## src/rtl/instruction_fetch_stage.sv

```systemverilog
// instruction_fetch_stage: PC sequencing, instruction memory requests and the IF/ID register,
// with a one-entry hold buffer that catches a word returned while decode is stalled.
module instruction_fetch_stage #(
  parameter logic [31:0] RESET_PC = 32'h0000_0000
) (
  input  logic        clk,
  input  logic        rst_n,
  input  logic        stall,
  input  logic        redirect,
  input  logic [31:0] redirect_pc,
  output logic        imem_req,
  output logic [31:0] imem_addr,
  input  logic        imem_ack,
  input  logic [31:0] imem_rdata,
  output logic        id_valid,
  output logic [31:0] id_pc,
  output logic [31:0] id_pc_plus4,
  output logic [31:0] id_instr,
  output logic [5:0]  id_opcode,
  output logic [4:0]  id_rs,
  output logic [4:0]  id_rt,
  output logic [4:0]  id_rd,
  output logic [4:0]  id_shamt,
  output logic [5:0]  id_funct,
  output logic [15:0] id_imm,
  output logic [25:0] id_jaddr
);
  typedef enum logic [1:0] {IDLE, FETCH, HOLD} state_t;
  state_t      state_q, state_d;
  logic [31:0] pc_q, pc_d;
  logic [31:0] hold_instr_q, hold_instr_d, hold_pc_q, hold_pc_d;
  logic        id_valid_q, id_valid_d;
  logic [31:0] id_pc_q, id_pc_d, id_pc_plus4_q, id_pc_plus4_d, id_instr_q, id_instr_d;
  assign imem_req    = state_q == FETCH;
  assign imem_addr   = pc_q;
  assign id_valid    = id_valid_q;
  assign id_pc       = id_pc_q;
  assign id_pc_plus4 = id_pc_plus4_q;
  assign id_instr    = id_instr_q;
  assign id_opcode   = id_instr_q[31:26];
  assign id_rs       = id_instr_q[25:21];
  assign id_rt       = id_instr_q[20:16];
  assign id_rd       = id_instr_q[15:11];
  assign id_shamt    = id_instr_q[10:6];
  assign id_funct    = id_instr_q[5:0];
  assign id_imm      = id_instr_q[15:0];
  assign id_jaddr    = id_instr_q[25:0];
  // The hold buffer is full exactly when the FSM sits in HOLD, so no separate flag is kept.
  always_comb begin
    state_d       = state_q;
    pc_d          = pc_q;
    hold_instr_d  = hold_instr_q;
    hold_pc_d     = hold_pc_q;
    id_valid_d    = stall ? id_valid_q : 1'b0;
    id_pc_d       = id_pc_q;
    id_pc_plus4_d = id_pc_plus4_q;
    id_instr_d    = id_instr_q;
    if (redirect) begin
      state_d    = FETCH;
      pc_d       = {redirect_pc[31:2], 2'b00};
      id_valid_d = 1'b0;
    end else if (state_q == IDLE) begin
      state_d = FETCH;
    end else if (state_q == FETCH && imem_ack) begin
      pc_d = pc_q + 32'd4;
      if (!stall || !id_valid_q) begin
        id_valid_d    = 1'b1;
        id_pc_d       = pc_q;
        id_pc_plus4_d = pc_q + 32'd4;
        id_instr_d    = imem_rdata;
      end else begin
        hold_instr_d = imem_rdata;
        hold_pc_d    = pc_q;
        state_d      = HOLD;
      end
    end else if (state_q == HOLD && !stall) begin
      id_valid_d    = 1'b1;
      id_pc_d       = hold_pc_q;
      id_pc_plus4_d = hold_pc_q + 32'd4;
      id_instr_d    = hold_instr_q;
      state_d       = FETCH;
    end
  end
  always_ff @(posedge clk or negedge rst_n) begin
    if (!rst_n) begin
      state_q       <= IDLE;
      pc_q          <= RESET_PC;
      hold_instr_q  <= '0;
      hold_pc_q     <= '0;
      id_valid_q    <= 1'b0;
      id_pc_q       <= '0;
      id_pc_plus4_q <= '0;
      id_instr_q    <= '0;
    end else begin
      state_q       <= state_d;
      pc_q          <= pc_d;
      hold_instr_q  <= hold_instr_d;
      hold_pc_q     <= hold_pc_d;
      id_valid_q    <= id_valid_d;
      id_pc_q       <= id_pc_d;
      id_pc_plus4_q <= id_pc_plus4_d;
      id_instr_q    <= id_instr_d;
    end
  end
endmodule

```

## config.mk

```make
export PLATFORM = sky130hd
export DESIGN_NAME = instruction_fetch_stage
export DESIGN_NICKNAME = d
export VERILOG_FILES = /design/src/rtl/instruction_fetch_stage.sv
export SDC_FILE = /design/constraint.sdc
export NUM_CORES = 1
export LEC_CHECK = 0
export ABC_AREA = 1
export CAP_MARGIN = 20
export CORE_MARGIN = 2
export CORE_UTILIZATION = 35
export DETAILED_ROUTE_END_ITERATION = 8
export HOLD_SLACK_MARGIN = 0.06
export PLACE_DENSITY = 0.67
export SYNTH_ARGS = -nofsm -noshare
export SYNTH_HDL_FRONTEND = slang
export SYNTH_SLANG_ARGS = --single-unit
```

## constraint.sdc

```tcl
create_clock -name clk -period 1.5 [get_ports clk]
set_input_delay 0.15 -clock clk [delete_from_list [all_inputs] [get_ports clk]]
set_output_delay 0.15 -clock clk [all_outputs]
set_load 0.02 [all_outputs]
```

; ---- Word level (Yosys, flattened, before mapping)
; Index checks and enable logic that the tools add are counted.
[op_classes]
shift = 0
n_div = 0
magnitude_cmp = 0
mul = 0
reduce_logical = 13
add_sub_neg = 2
n_bitwise = 3
muxes = 23
n_eq_ne = 5
[ops]
columns = op, n
row1 = $mux 32, 12
row2 = $add 32x3->32 const B, 2
row3 = $mux 2, 5
row4 = $reduce_and 4->1, 2
row5 = $mux 1, 6
row6 = $ne 4x4->1 const B, 1
row7 = $reduce_and 2->1, 2
row8 = $reduce_bool 2->1, 2
row9 = $reduce_bool 4->1, 1
row10 = $not 1->1, 3
row11 = $eq 2x1->1 const B, 1
row12 = $eq 2x2->1 const B, 1
row13 = $logic_and 1x1->1, 2
row14 = $logic_not 1->1, 2
row15 = $logic_not 2->1, 1
row16 = $ne 2x1->1 const B, 1
row17 = $ne 2x2->1 const B, 1
row18 = $logic_or 1x1->1, 1
[word_totals]
out_inout_bits = 204
n_memories = 0
ramBits = 0
reg_bits = 195
latch_bits = 0
elab_cells = 54
input_bits = 69
romBits = 0

; ---- Logic depth before layout (Yosys ltp)
[logic_depth]
word_depth = 6
ltp_mapped = 11
depth_no_buf = 11

; ---- Worst setup path before layout
; OpenSTA, ideal clock, no wires.
[synth_path]
kind = register to register
startpoint = reg pc_q[3] (netlist: imem_addr[3])
endpoint = reg id_pc_plus4_q[12] (netlist: id_pc_plus4[12])
path_buffers = 0
required_ns = 1.383
slack_ns = -0.168
setup_time_ns = 0.117
arrival_time_ns = 1.551
path_stages_with_launch = 10
period_less_slack_ns = 1.668
cell_sequence = dfrtp_1 > ha_1 > nand2_1 > nor2_2 > nand2_2 > nor2_2 > xor2_1 > nand2_1 > nand3_1 > nand2_1
[synth_between]
elab_chain_cells = 3
[synth_rtl]
columns = element, line
row1 = from (decl), 30  ; logic [31:0] pc_q, pc_d;
row2 = from (signal assigned), 96  ; pc_q <= pc_d;
row3 = $add 32x3->32, 69  ; id_pc_plus4_d = pc_q + 32'd4;
row4 = $mux 32, 66  ; if (!stall || !id_valid_q) begin
row5 = $mux 32, 64  ; end else if (state_q == FETCH && imem_ack) begin
row6 = to (signal assigned), 101  ; id_pc_plus4_q <= id_pc_plus4_d;
row7 = to (decl), 33  ; logic [31:0] id_pc_q, id_pc_d, id_pc_plus4_q, id_pc_plus4_d, id_instr_q, id_instr_d;
; Every way passes these cells. The select of a mux whose other input is x is not followed.
; A chain may end at the register's enable or synchronous reset.

; ---- Worst setup path in the final report
[layout_path]
startpoint = reg hold_pc_q[6]
endpoint = reg id_pc_plus4_q[13] (netlist: id_pc_plus4[13])
[layout_between]
elab_chain_cells = 3
[layout_rtl]
columns = element, line
row1 = from (decl), 31  ; logic [31:0] hold_instr_q, hold_instr_d, hold_pc_q, hold_pc_d;
row2 = from (signal assigned), 98  ; hold_pc_q <= hold_pc_d;
row3 = $add 32x3->32, 79  ; id_pc_plus4_d = hold_pc_q + 32'd4;
row4 = $mux 32, 76  ; end else if (state_q == HOLD && !stall) begin
row5 = $mux 32, 64
; Every way passes these cells. The select of a mux whose other input is x is not followed.

==> flow_results.xml <==
<?xml version="1.0" encoding="UTF-8"?>
<metrics>
  <group name="status">
    <metric name="run_status" unit="">finished with violations</metric>
    <metric name="violations" unit="">negative setup slack</metric>
  </group>
  <group name="cts">
    <metric name="cts.sink_count" unit="">187</metric>
    <metric name="clock-root-buffer" unit="">sky130_fd_sc_hd__clkbuf_16</metric>
    <metric name="clockBufferDepth" unit="">2</metric>
    <metric name="clock_insertion_delay_at_the_later_pin_of_the_skew_report" unit="ns">0.44</metric>
    <metric name="clkSlewWorstSetupHoldPaths" unit="ns">0.08</metric>
    <metric name="numCtsBuffers" unit="">17</metric>
    <metric name="cts-htree-levels" unit="">4</metric>
    <metric name="cts_tree" unit="">yes</metric>
  </group>
  <group name="logic_synthesis">
    <metric name="synth.avg_cell_area" unit="um2">7.813</metric>
    <metric name="synth-edff-count" unit="">0</metric>
    <metric name="seq_area_frac_synth" unit="%">46.07</metric>
    <metric name="synth_warnings" unit="">0</metric>
    <metric name="syn-instance-count" unit="">1300</metric>
    <metric name="synth.lib_cells_used.distinct" unit="">34</metric>
    <metric name="yosys_register_bits" unit="">187</metric>
    <metric name="synth.top_cells.by_area" unit="">sky130_fd_sc_hd__dfrtp_1 46%, sky130_fd_sc_hd__nand2_1 16%, sky130_fd_sc_hd__buf_4 6.3%</metric>
    <metric name="synth_top_area_share" unit="%">46.07</metric>
    <metric name="synthArstFlopShare" unit="%">100.0</metric>
    <metric name="netlist_area" unit="um2">10160</metric>
    <metric name="synth_top_cell_by_area" unit="">sky130_fd_sc_hd__dfrtp_1</metric>
    <metric name="postSynth.topFlopCell" unit="">sky130_fd_sc_hd__dfrtp_1</metric>
  </group>
  <group name="finish">
    <metric name="multiInputGateArea" unit="um2">5446</metric>
    <metric name="antenna_cells" unit="">0</metric>
    <metric name="nNetsFinal" unit="">1740</metric>
    <metric name="post-route-cell-area" unit="um2">16380</metric>
    <metric name="most-common-layout-cells" unit="">375 x sky130_fd_sc_hd__nand2_1, 175 x sky130_fd_sc_hd__dfrtp_1, 175 x sky130_fd_sc_hd__dlygate4sd2_1</metric>
    <metric name="drive_gt1_share" unit="%">31.99</metric>
    <metric name="area_delta_synth_final" unit="%">61.27</metric>
    <metric name="area.sequential" unit="um2">4695</metric>
    <metric name="final_common_cell" unit="">sky130_fd_sc_hd__nand2_1</metric>
    <metric name="fill_cells" unit="">2494</metric>
  </group>
  <group name="floorplanning">
    <metric name="die_area" unit="um2">30400</metric>
    <metric name="starting_density" unit="%">35.48</metric>
    <metric name="die_height" unit="um">174.4</metric>
    <metric name="die_x" unit="um">174.4</metric>
    <metric name="io-pin-count" unit="">273</metric>
    <metric name="fp-row-count" unit="">62</metric>
    <metric name="fp.coreArea" unit="um2">28630</metric>
  </group>
  <group name="global_route">
    <metric name="gr-total-overflow" unit="">0</metric>
    <metric name="grt_max_degree" unit="">51</metric>
    <metric name="global_route_wire_length_before_repair" unit="mm">56.65</metric>
    <metric name="global_route.usage.met1" unit="%">31.46</metric>
    <metric name="grt_antenna_before_repair" unit="">0</metric>
    <metric name="grt_util_all_layers" unit="%">23.92</metric>
    <metric name="globalRoute.busiestLayer" unit="">met2</metric>
    <metric name="number_of_global_route_vias_before_repair" unit="">10130</metric>
    <metric name="grt_use_met3" unit="%">3.871</metric>
    <metric name="grt.met2_usage" unit="%">40.29</metric>
  </group>
  <group name="sta">
    <metric name="finalSetupViolCount" unit="">157</metric>
    <metric name="report.final.slew_viol_count" unit="">0</metric>
    <metric name="layout_setup_ws" unit="ns">-0.2124</metric>
    <metric name="final_hold_viol_count" unit="">0</metric>
    <metric name="final_min_period_over_clock_period" unit="%">114.2</metric>
    <metric name="totalNegativeSetupSlack" unit="ns">-14.83</metric>
    <metric name="grt_setup_unrepaired" unit="">true</metric>
    <metric name="period_minus_slack" unit="ns">1.712</metric>
    <metric name="maxClockFrequency" unit="MHz">584.0</metric>
    <metric name="clock-skew-final" unit="ns">0.01419</metric>
  </group>
  <group name="detailed_routing">
    <metric name="detail_route.wl_per_cell" unit="um">19.14</metric>
    <metric name="drt-initial-drc-count" unit="">801</metric>
    <metric name="routed-via-count" unit="">10660</metric>
    <metric name="detail_route.drc_violations" unit="">0</metric>
    <metric name="route.detailed.vias_per_inst" unit="">5.160</metric>
    <metric name="finalWirelength" unit="mm">39.54</metric>
    <metric name="drt-pass1-iter-count" unit="">8</metric>
    <metric name="antenna_left" unit="">0</metric>
  </group>
  <group name="power">
    <metric name="vdd.ir_drop.worst" unit="V">0.0009761</metric>
    <metric name="leakagePower" unit="nW">7.534</metric>
    <metric name="power_density" unit="nW/um2">1769</metric>
  </group>
  <group name="worst_setup_path">
    <metric name="crit_fanout" unit="">4</metric>
    <metric name="worst-endpoint-required" unit="ns">1.83</metric>
    <metric name="crit_family" unit="">simple AND/OR/NAND/NOR gates</metric>
    <metric name="crit_top_cell" unit="">sky130_fd_sc_hd__nand2_1</metric>
    <metric name="critPathLaunchType" unit="">flip-flop</metric>
    <metric name="setup.worst_path.end_class" unit="">flip-flop</metric>
    <metric name="slowest_stage" unit="">sky130_fd_sc_hd__dfrtp_1</metric>
    <metric name="worstPathArrival" unit="ns">2.04</metric>
    <metric name="max_stage_delay" unit="ns">0.40</metric>
    <metric name="cp_num_buf_inv" unit="">1</metric>
    <metric name="timing.critical_path.cells" unit="">nand2_1 -&gt; nor2_2 -&gt; nand2_4 -&gt; buf_6 -&gt; nor2_4 -&gt; a21oi_2 -&gt; o21ai_1 -&gt; nand2_1 -&gt; nand2_1 -&gt; nand2_1</metric>
    <metric name="critPathKind" unit="">flip-flop to flip-flop</metric>
  </group>
  <group name="placement">
    <metric name="last_weighted_congestion_value_of_the_routability_driven_placer" unit="">0.9554</metric>
    <metric name="placement.cell_area" unit="um2">13830</metric>
    <metric name="placement.setup.worst_slack" unit="ns">-0.2492</metric>
    <metric name="dp_wirelength" unit="mm">24.93</metric>
    <metric name="io_buffer_count" unit="">264</metric>
  </group>
  <group name="flow_run">
    <metric name="maxCapViolations" unit="">0</metric>
  </group>
  <group name="hold_path">
    <metric name="min_path_type" unit="">primary input to flip-flop</metric>
  </group>
</metrics>
metrics by stage:
| step | cells | hold WS [ns] | util [%] | power (W) |
|---|---|---|---|---|
| after floorplan | 1305 | -0.1456 | - | 0.01707 |
| after global placement | 1972 | 0.09139 | 48.32 | 0.02330 |
| after detailed placement | 1972 | 0.08982 | 48.32 | 0.02353 |
| after CTS | 2039 | 0.1688 | 53.23 | 0.02742 |
| after global routing | 2066 | 0.2193 | 57.23 | 0.03053 |
| final | 2066 | 0.1971 | 57.23 | 0.02898 |
synth_stat cells, types with 8 or more instances:
cell type,n
sky130_fd_sc_hd__a31oi_1,68
sky130_fd_sc_hd__buf_2,27
sky130_fd_sc_hd__buf_4,85
sky130_fd_sc_hd__clkbuf_1,17
sky130_fd_sc_hd__dfrtp_1,187
sky130_fd_sc_hd__inv_1,72
sky130_fd_sc_hd__mux2_2,23
sky130_fd_sc_hd__mux2_4,9
sky130_fd_sc_hd__nand2_1,444
sky130_fd_sc_hd__nand3_1,81
sky130_fd_sc_hd__nor2_1,142
sky130_fd_sc_hd__nor2_2,8
sky130_fd_sc_hd__o211ai_1,21
sky130_fd_sc_hd__o21ai_0,56
flip-flops by register name, indices dropped and copies added, names as in the netlist:
name,flops
id_pc,30
hold_instr_q,32
id_instr,32
hold_pc_q,30
id_pc_plus4,30
imem_addr,30
id_valid,1
state_q,2
worst register-to-register path, cell delays in order (launching register included):
cell                      delay (ns)
sky130_fd_sc_hd__dfrtp_1        0.40
sky130_fd_sc_hd__nand2_1        0.14
sky130_fd_sc_hd__nor2_2         0.20
sky130_fd_sc_hd__nand2_4        0.11
sky130_fd_sc_hd__buf_6          0.14
sky130_fd_sc_hd__nor2_4         0.17
sky130_fd_sc_hd__a21oi_2        0.08
sky130_fd_sc_hd__o21ai_1        0.09
sky130_fd_sc_hd__nand2_1        0.11
sky130_fd_sc_hd__nand2_1        0.10
sky130_fd_sc_hd__nand2_1        0.06
logic make-up after synthesis:
kind of cell / after synthesis / share of synthesized area (%)
simple gates: 693 / 27.54
buf+inv: 215 / 11.89
flops: 187 / 46.07
compound gates: 163 / 9.731
mux: 32 / 3.880
xor+xnor: 7 / 0.6036
fa+ha+maj: 2 / 0.2463
other cells: 1 / 0.03692
power by group:
part / total (W) / leakage, nW / switching, W / internal, W
Sequential: 0.00877 / 2.30 / 0.00170 / 0.00706
Combinational: 0.0157 / 4.96 / 0.00895 / 0.00676
Clock: 0.00451 / 0.277 / 0.00227 / 0.00224
metal layers:
metal,vias to the layer above,part of all wire [%]
li1,4879,-
met1,5105,41
met2,566,48
met3,110,7.4
met4,0,3.7
met5,-,0
final timing paths:
check,from,end,slack [ns],cells past startpoint
setup reg to reg,hold_pc_q[6]$_DFFE_PN0P_,id_pc_plus4[13]$_DFFE_PN0P_,-0.21,10
hold / removal,redirect,id_valid$_DFF_PN0_,0.20,4
hold reg to reg,id_pc_plus4[31]$_DFFE_PN0P_,id_pc_plus4[31]$_DFFE_PN0P_,0.47,2
min in group asynchronous,rst_n,id_pc[12]$_DFFE_PN0P_,0.21,2
max in group asynchronous,rst_n,hold_instr_q[31]$_DFFE_PN0P_,0.71,3
setup / recovery,hold_pc_q[6]$_DFFE_PN0P_,id_pc_plus4[13]$_DFFE_PN0P_,-0.21,10
cell type report:
class / instances / area share (%)
Tap cell: 384 / 2.933
Timing Repair inverter: 1 / 0.06874
Inverter: 78 / 1.963
Clock inverter: 14 / 0.7867
Sequential cell: 187 / 28.66
Timing Repair Buffer: 481 / 29.66
Clock buffer: 18 / 2.681
Multi-Input combinational cell: 903 / 33.25
what timing repair did:
item,CTS,global route
buffers inserted,21,20
endpoints found under the setup margin,345,199
hold buffers,1,0
gates resized for setup,337,259
hold endpoints to repair,187,0
pin swaps,54,77
gates cloned,15,10
No activity file was read; power rests on OpenSTA's default activity.
==> RTL change 1 (same settings) <==
Take the reset off `id_instr_q` and load it in a clocked block of its own.
--- a/src/rtl/instruction_fetch_stage.sv
+++ b/src/rtl/instruction_fetch_stage.sv
@@ -92,3 +92,2 @@
       id_pc_plus4_q <= '0;
-      id_instr_q    <= '0;
     end else begin
@@ -101,4 +100,7 @@
       id_pc_plus4_q <= id_pc_plus4_d;
-      id_instr_q    <= id_instr_d;
     end
+  end
+
+  always_ff @(posedge clk) begin
+    id_instr_q <= id_instr_d;
   end
Check against the original RTL: differs if rst_n is asserted again (counterexample within 4 cycles, from zero or initial values and one cycle with rst_n low); with rst_n held inactive, the same outputs for 4 cycles.
==> RTL change 1 against the unedited design <==
- the flow still finishes with violations (setup timing)
- clock power barely moved
- sequential cell count did not move
- die area fell by 1.9%
- core utilization rose by 3.3 points
- routed wire length rose by 3.1%
- design area rose by 3.1%
- total power fell by 11%
- sequential share of layout area barely moved
- setup slack improved by 0.012 ns
- synthesized cell count fell by 2.5%
- area after synthesis fell by 2.0%
- via count barely moved
- critical endpoint is now id_pc_plus4[28]
==> RTL change 1: results (changes against the unedited design) <==
{| class="wikitable"
! Metric !! Value
|-
| Status || finished with violations
|-
| Failing checks || setup timing
|-
| DR WL met3 || 2987 um (+2.7%)
|-
| List of most frequent post-synthesis cells || sky130_fd_sc_hd__nand2_1, sky130_fd_sc_hd__dfrtp_1, sky130_fd_sc_hd__nor2_1, sky130_fd_sc_hd__inv_1, sky130_fd_sc_hd__buf_4
|-
| Via Count || 10662 (+0.019%)
|-
| Vias in the first global route || 9920 (-2.1%)
|-
| Logic gate share of total power || 48.8% (-5.4 points)
|-
| Final Setup Violations || 175 (+11%)
|-
| Number of inserted filler cells in the final layout || 2379 (-4.6%)
|-
| Violation count after the first detailed-route iteration || 920 (+15%)
|-
| Cells after Synth || 1267 (-2.5%)
|-
| Routed metal-1 wire length || 16160 um (-0.83%)
|-
| Tot GR Track Use || 23.41% (-0.51 points)
|-
| Pin count of the biggest net entering global routing || 63 (+24%)
|-
| Number of synthesized flops with an enable pin || 32 (+32)
|-
| Min Hold Slack || 0.1328 ns (-0.06430 ns)
|-
| Cell variety after synth || 35 (+2.9%)
|-
| Final worst slack || -0.2002 ns (+0.01227 ns)
|-
| DP Wirelength || 25300 um (+1.5%)
|-
| R2r startpoint || hold_pc_q[8]
|-
| Cells taking the most area after synthesis || sky130_fd_sc_hd__dfrtp_1, sky130_fd_sc_hd__nand2_1, sky130_fd_sc_hd__edfxtp_1, sky130_fd_sc_hd__buf_4, sky130_fd_sc_hd__nand3_1
|-
| Worst hold path cell count || 3 (-1)
|-
| Share of layout cells above drive strength 1 || 35.30% (+3.3 points)
|-
| Total sequential power || 8.69 mW (-0.9%)
|-
| CP max FO || 5 (+1)
|-
| Placed cell areas || 13640 um2 (-1.4%)
|-
| Placed cell count || 1942 (-1.5%)
|-
| Worst reg2reg path endpoint || id_pc_plus4[28]
|-
| Critical path arrival || 2.08 ns (+0.04 ns)
|-
| Global-route wire length before repair || 55340 um (-2.3%)
|-
| Stage delay of the slowest cell on the critical path || 0.46 ns (+0.06 ns)
|-
| Sequential element share of the synthesized area || 48.60% (+2.5 points)
|-
| Total net switching power || 10.88 mW (-16%)
|-
| Maximum resistive drop on vdd || 0.9066 mV (-7.1%)
|-
| Wire length per cell after detailed routing || 19.83 um (+3.6%)
|}
[RTL change 1: cell count changes in the layout (fill, tap and decap cells not counted), moves of 23 or more]
cell	before	now
sky130_fd_sc_hd__dfrtp_1	175	147
sky130_fd_sc_hd__nand2_1	375	317
sky130_fd_sc_hd__nand2_4	14	43
sky130_fd_sc_hd__inv_1	69	94
sky130_fd_sc_hd__a31oi_1	49	21
sky130_fd_sc_hd__mux2_2	23	0
sky130_fd_sc_hd__edfxtp_1	0	32
sky130_fd_sc_hd__nor2_1	87	62
[RTL change 1: layout make-up]
| cell class | instances | area share, % |
|---|---|---|
| well taps | 378 | 2.799 |
| clock inverters | 14 | 0.8665 |
| repair inverters | 2 | 0.1037 |
| multi-input cells | 850 | 31.93 |
| clock buffers | 18 | 2.540 |
| repair buffers | 502 | 30.50 |
| flip-flops and latches | 187 | 28.70 |
| inverters | 104 | 2.548 |
[RTL change 1: worst max-delay path by stage]
stage | cells past startpoint | slack (ns) | to | startpoint
floorplan | 10 | -0.01 | id_pc_plus4[28] | imem_addr[3]
global placement | 10 | -0.20 | id_pc_plus4[17] | hold_pc_q[3]
detailed placement | 10 | -0.22 | id_pc_plus4[17] | hold_pc_q[3]
CTS | 9 | -0.15 | imem_addr[20] | imem_addr[3]
global route | 11 | -0.29 | id_pc_plus4[20] | imem_addr[2]
finish | 10 | -0.20 | id_pc_plus4[28] | hold_pc_q[8]
[RTL change 1: per-layer routing]
| metal | track usage (%) | vias to the layer above |
|---|---|---|
| met4 | 6.321 | 0 |
| met5 | 0 | - |
| met1 | 31.26 | 5160 |
| met3 | 4.771 | 101 |
| li1 | - | 4860 |
| met2 | 38.77 | 541 |
[RTL change 1: through the flow]
step | power [mW] | utilization [%] | setup TNS [ns] | worst slack [ns]
after global placement | 18.49 | 48.82 | -20.15 | -0.2048
after floorplan | 13.47 | - | -0.01346 | -0.01071
after global routing | 27.09 | 60.48 | -27.77 | -0.2892
after detailed placement | 18.67 | 48.82 | -26.77 | -0.2218
final | 25.76 | 60.48 | -17.14 | -0.2002
after CTS | 23.09 | 53.31 | -8.456 | -0.1477
[RTL change 1: repair_timing]
item                                    4_1_cts  5_1_grt
gates resized for setup                     339      372
pin swaps                                    57       87
buffers inserted                             31       19
endpoints found under the setup margin      346      219
gates cloned                                  9       29
endpoints found under the hold margin        43        0
hold buffers                                  2        0
[RTL change 1: cell families (layout without fill, tap and decap cells)]
group / Yosys count / after routing / share of synthesized area [%]
XOR/XNOR: 6 / 6 / 0.5278
buffers and inverters: 235 / 640 / 12.74
other: 1 / 6 / 0.03766
AO/OA/AOI/OAI: 197 / 197 / 11.53
AND/OR/NAND/NOR: 639 / 639 / 26.31
flip-flops: 187 / 187 / 48.60
adder cells (fa/ha/maj): 2 / 2 / 0.2512
==> RTL change 2 (same settings) <==
Made on the original files. Re-encode `state_t` (3 states) as one-hot, 3 bits wide.
--- a/src/rtl/instruction_fetch_stage.sv
+++ b/src/rtl/instruction_fetch_stage.sv
@@ -27,3 +27,3 @@
 );
-  typedef enum logic [1:0] {IDLE, FETCH, HOLD} state_t;
+  typedef enum logic [2:0] {IDLE = 3'b001, FETCH = 3'b010, HOLD = 3'b100} state_t;
   state_t      state_q, state_d;
Formal check against the unedited RTL: same outputs for any inputs over 4 cycles, from zero or initial values and one cycle with rst_n low; so few cycles prove little.
==> RTL change 2 against the unedited design <==
- the run still ends with setup timing left
- via count down 2.1%
- sequential share of layout area up 0.86 points
- cell count up 0.77%
- setup slack lost 0.030 ns
- sequential power is 0.8% higher
- design area shrank 2.3%
- routed wire length is 5.8% lower
- total power is 5.2% lower
- area after synthesis shrank 1.3%
- sequential cell count grew 1
- critical path type unchanged
- critical endpoint is now id_pc[8]
- highest routed layer unchanged
==> RTL change 2: results (changes against the unedited design) <==
{| class="wikitable"
! Metric !! Value
|-
| Total sequential power || 8.84 mW (+0.8%)
|-
| Multi-input gate share of total cell area || 31.76% (-1.5 points)
|-
| DP Wirelength || 24830 um (-0.39%)
|-
| Sequential element share of the synthesized area || 46.92% (+0.85 points)
|-
| Avg Synthesized Cell Area || 7.650 um2 (-2.1%)
|-
| Non-clock buffer share of cell area || 30.47% (+0.81 points)
|-
| Global-route wire length before repair || 56400 um (-0.44%)
|-
| Area used by sequential logic in the layout || 4723 um2 (+0.61%)
|-
| Failing checks || setup timing
|-
| Status || finished with violations
|-
| Cells taking the most area after synthesis || sky130_fd_sc_hd__dfrtp_1, sky130_fd_sc_hd__nand2_1, sky130_fd_sc_hd__buf_4, sky130_fd_sc_hd__nor2_1, sky130_fd_sc_hd__a31oi_1
|-
| Met3 usage in global routing || 4.189% (+0.32 points)
|-
| Non-clock buffer count || 496 (+3.1%)
|-
| Initial antenna violation count || 0 (unchanged)
|-
| Router iterations before antenna repair || 5 (-3)
|-
| Reg2Reg Depth || 12 (+2)
|-
| Total power of the final layout || 27.47 mW (-5.2%)
|-
| Invs w/o clock || 67 (-15%)
|-
| Routing usage on met2 || 39.23% (-1.1 points)
|-
| Met2 wire length || 17850 um (-5.4%)
|-
| Vias in the first global route || 10375 (+2.4%)
|-
| Maximum resistive drop on vdd || 0.8485 mV (-13%)
|-
| Slowest library cell on the worst path || sky130_fd_sc_hd__dfstp_2
|-
| Share of layout cells above drive strength 1 || 27.93% (-4.1 points)
|-
| DR WL met3 || 2460 um (-15%)
|-
| Total Routed Length || 37230 um (-5.8%)
|-
| List of most frequent post-synthesis cells || sky130_fd_sc_hd__nand2_1, sky130_fd_sc_hd__dfrtp_1, sky130_fd_sc_hd__nor2_1, sky130_fd_sc_hd__buf_4, sky130_fd_sc_hd__nand3_1
|-
| Worst reg2reg path endpoint || id_pc[8]
|-
| Final worst slack || -0.2425 ns (-0.03004 ns)
|-
| Min Hold Slack || 0.08413 ns (-0.1130 ns)
|-
| Wire length per cell after detailed routing || 17.88 um (-6.6%)
|-
| Routed metal-1 wire length || 15980 um (-1.9%)
|-
| Violation count after the first detailed-route iteration || 867 (+8.2%)
|-
| Number of inserted filler cells in the final layout || 2540 (+1.8%)
|-
| Tot GR Track Use || 23.72% (-0.20 points)
|-
| Met1 layer usage reported by global route || 31.42% (-0.035 points)
|-
| Placed cell count || 1985 (+0.66%)
|-
| CP max FO || 8 (+4)
|-
| Portion of total power attributed to the clock network || 16.4% (+0.8 points)
|-
| Cell variety after synth || 36 (+5.9%)
|-
| Internal power || 15.29 mW (-4.8%)
|-
| Final Setup Violations || 185 (+18%)
|-
| R2r startpoint || state_q[0]
|-
| Critical path arrival || 2.10 ns (+0.06 ns)
|-
| Clock-cell share of area || 3.574% (+0.11 points)
|-
| Post-layout net count || 1762 (+1.3%)
|-
| Setup Total Neg Slack || -20.97 ns (-6.145 ns)
|-
| Worst clock skew on the final layout || 0.01565 ns (+0.001458 ns)
|}
## RTL change 2: changes by cell type in the layout (fill, tap and decap cells not counted), sizes merged, moves of 6 or more
| cell | unedited run | this run |
|---|---|---|
| clkbuf | 34 | 23 |
| dlygate4sd2 | 175 | 184 |
| mux2 | 32 | 0 |
| buf | 213 | 232 |
| o21ai | 56 | 62 |
| xor2 | 5 | 16 |
| o22ai | 0 | 22 |
| nand2 | 449 | 475 |
| nand3 | 81 | 69 |
| inv | 83 | 72 |
## RTL change 2: worst max-delay path by stage
stage | startpoint | endpoint | slack, ns
after CTS | state_q[0] | id_pc[13] | -0.23
after floorplan | imem_addr[4] | id_pc_plus4[25] | -0.02
final | state_q[0] | id_pc[8] | -0.24
after global placement | imem_ack | id_pc[22] | -0.28
after global routing | state_q[2] | id_instr[21] | -0.33
after detailed placement | imem_ack | id_pc[29] | -0.33
## RTL change 2: what timing repair did
| action | in CTS | in global routing |
|---|---|---|
| buffers inserted | 30 | 22 |
| cloned | 14 | 3 |
| hold endpoints to repair | 188 | 0 |
| resized for setup | 376 | 138 |
| endpoints found under the setup margin | 384 | 205 |
| hold buffers | 1 | 0 |
| pin swaps | 52 | 45 |
## RTL change 2: through the flow
stage / setup WS [ns] / instance area (um2)
after global routing: -0.3326 / 16000
after CTS: -0.2332 / 15310
after floorplan: -0.01577 / 10100
after detailed placement: -0.3304 / 13770
final: -0.2425 / 16000
after global placement: -0.2818 / 13770
## RTL change 2: kinds of logic after synthesis
kind of cell	after synthesis	share of synthesized area [%]
and+or+nand+nor	711	28.47
buffers and inverters	207	11.70
DFF	188	46.92
AOI/OAI and AO/OA	180	10.70
xor gates and xnor gates	22	1.921
adders and majority gates	2	0.2495
other	1	0.03739
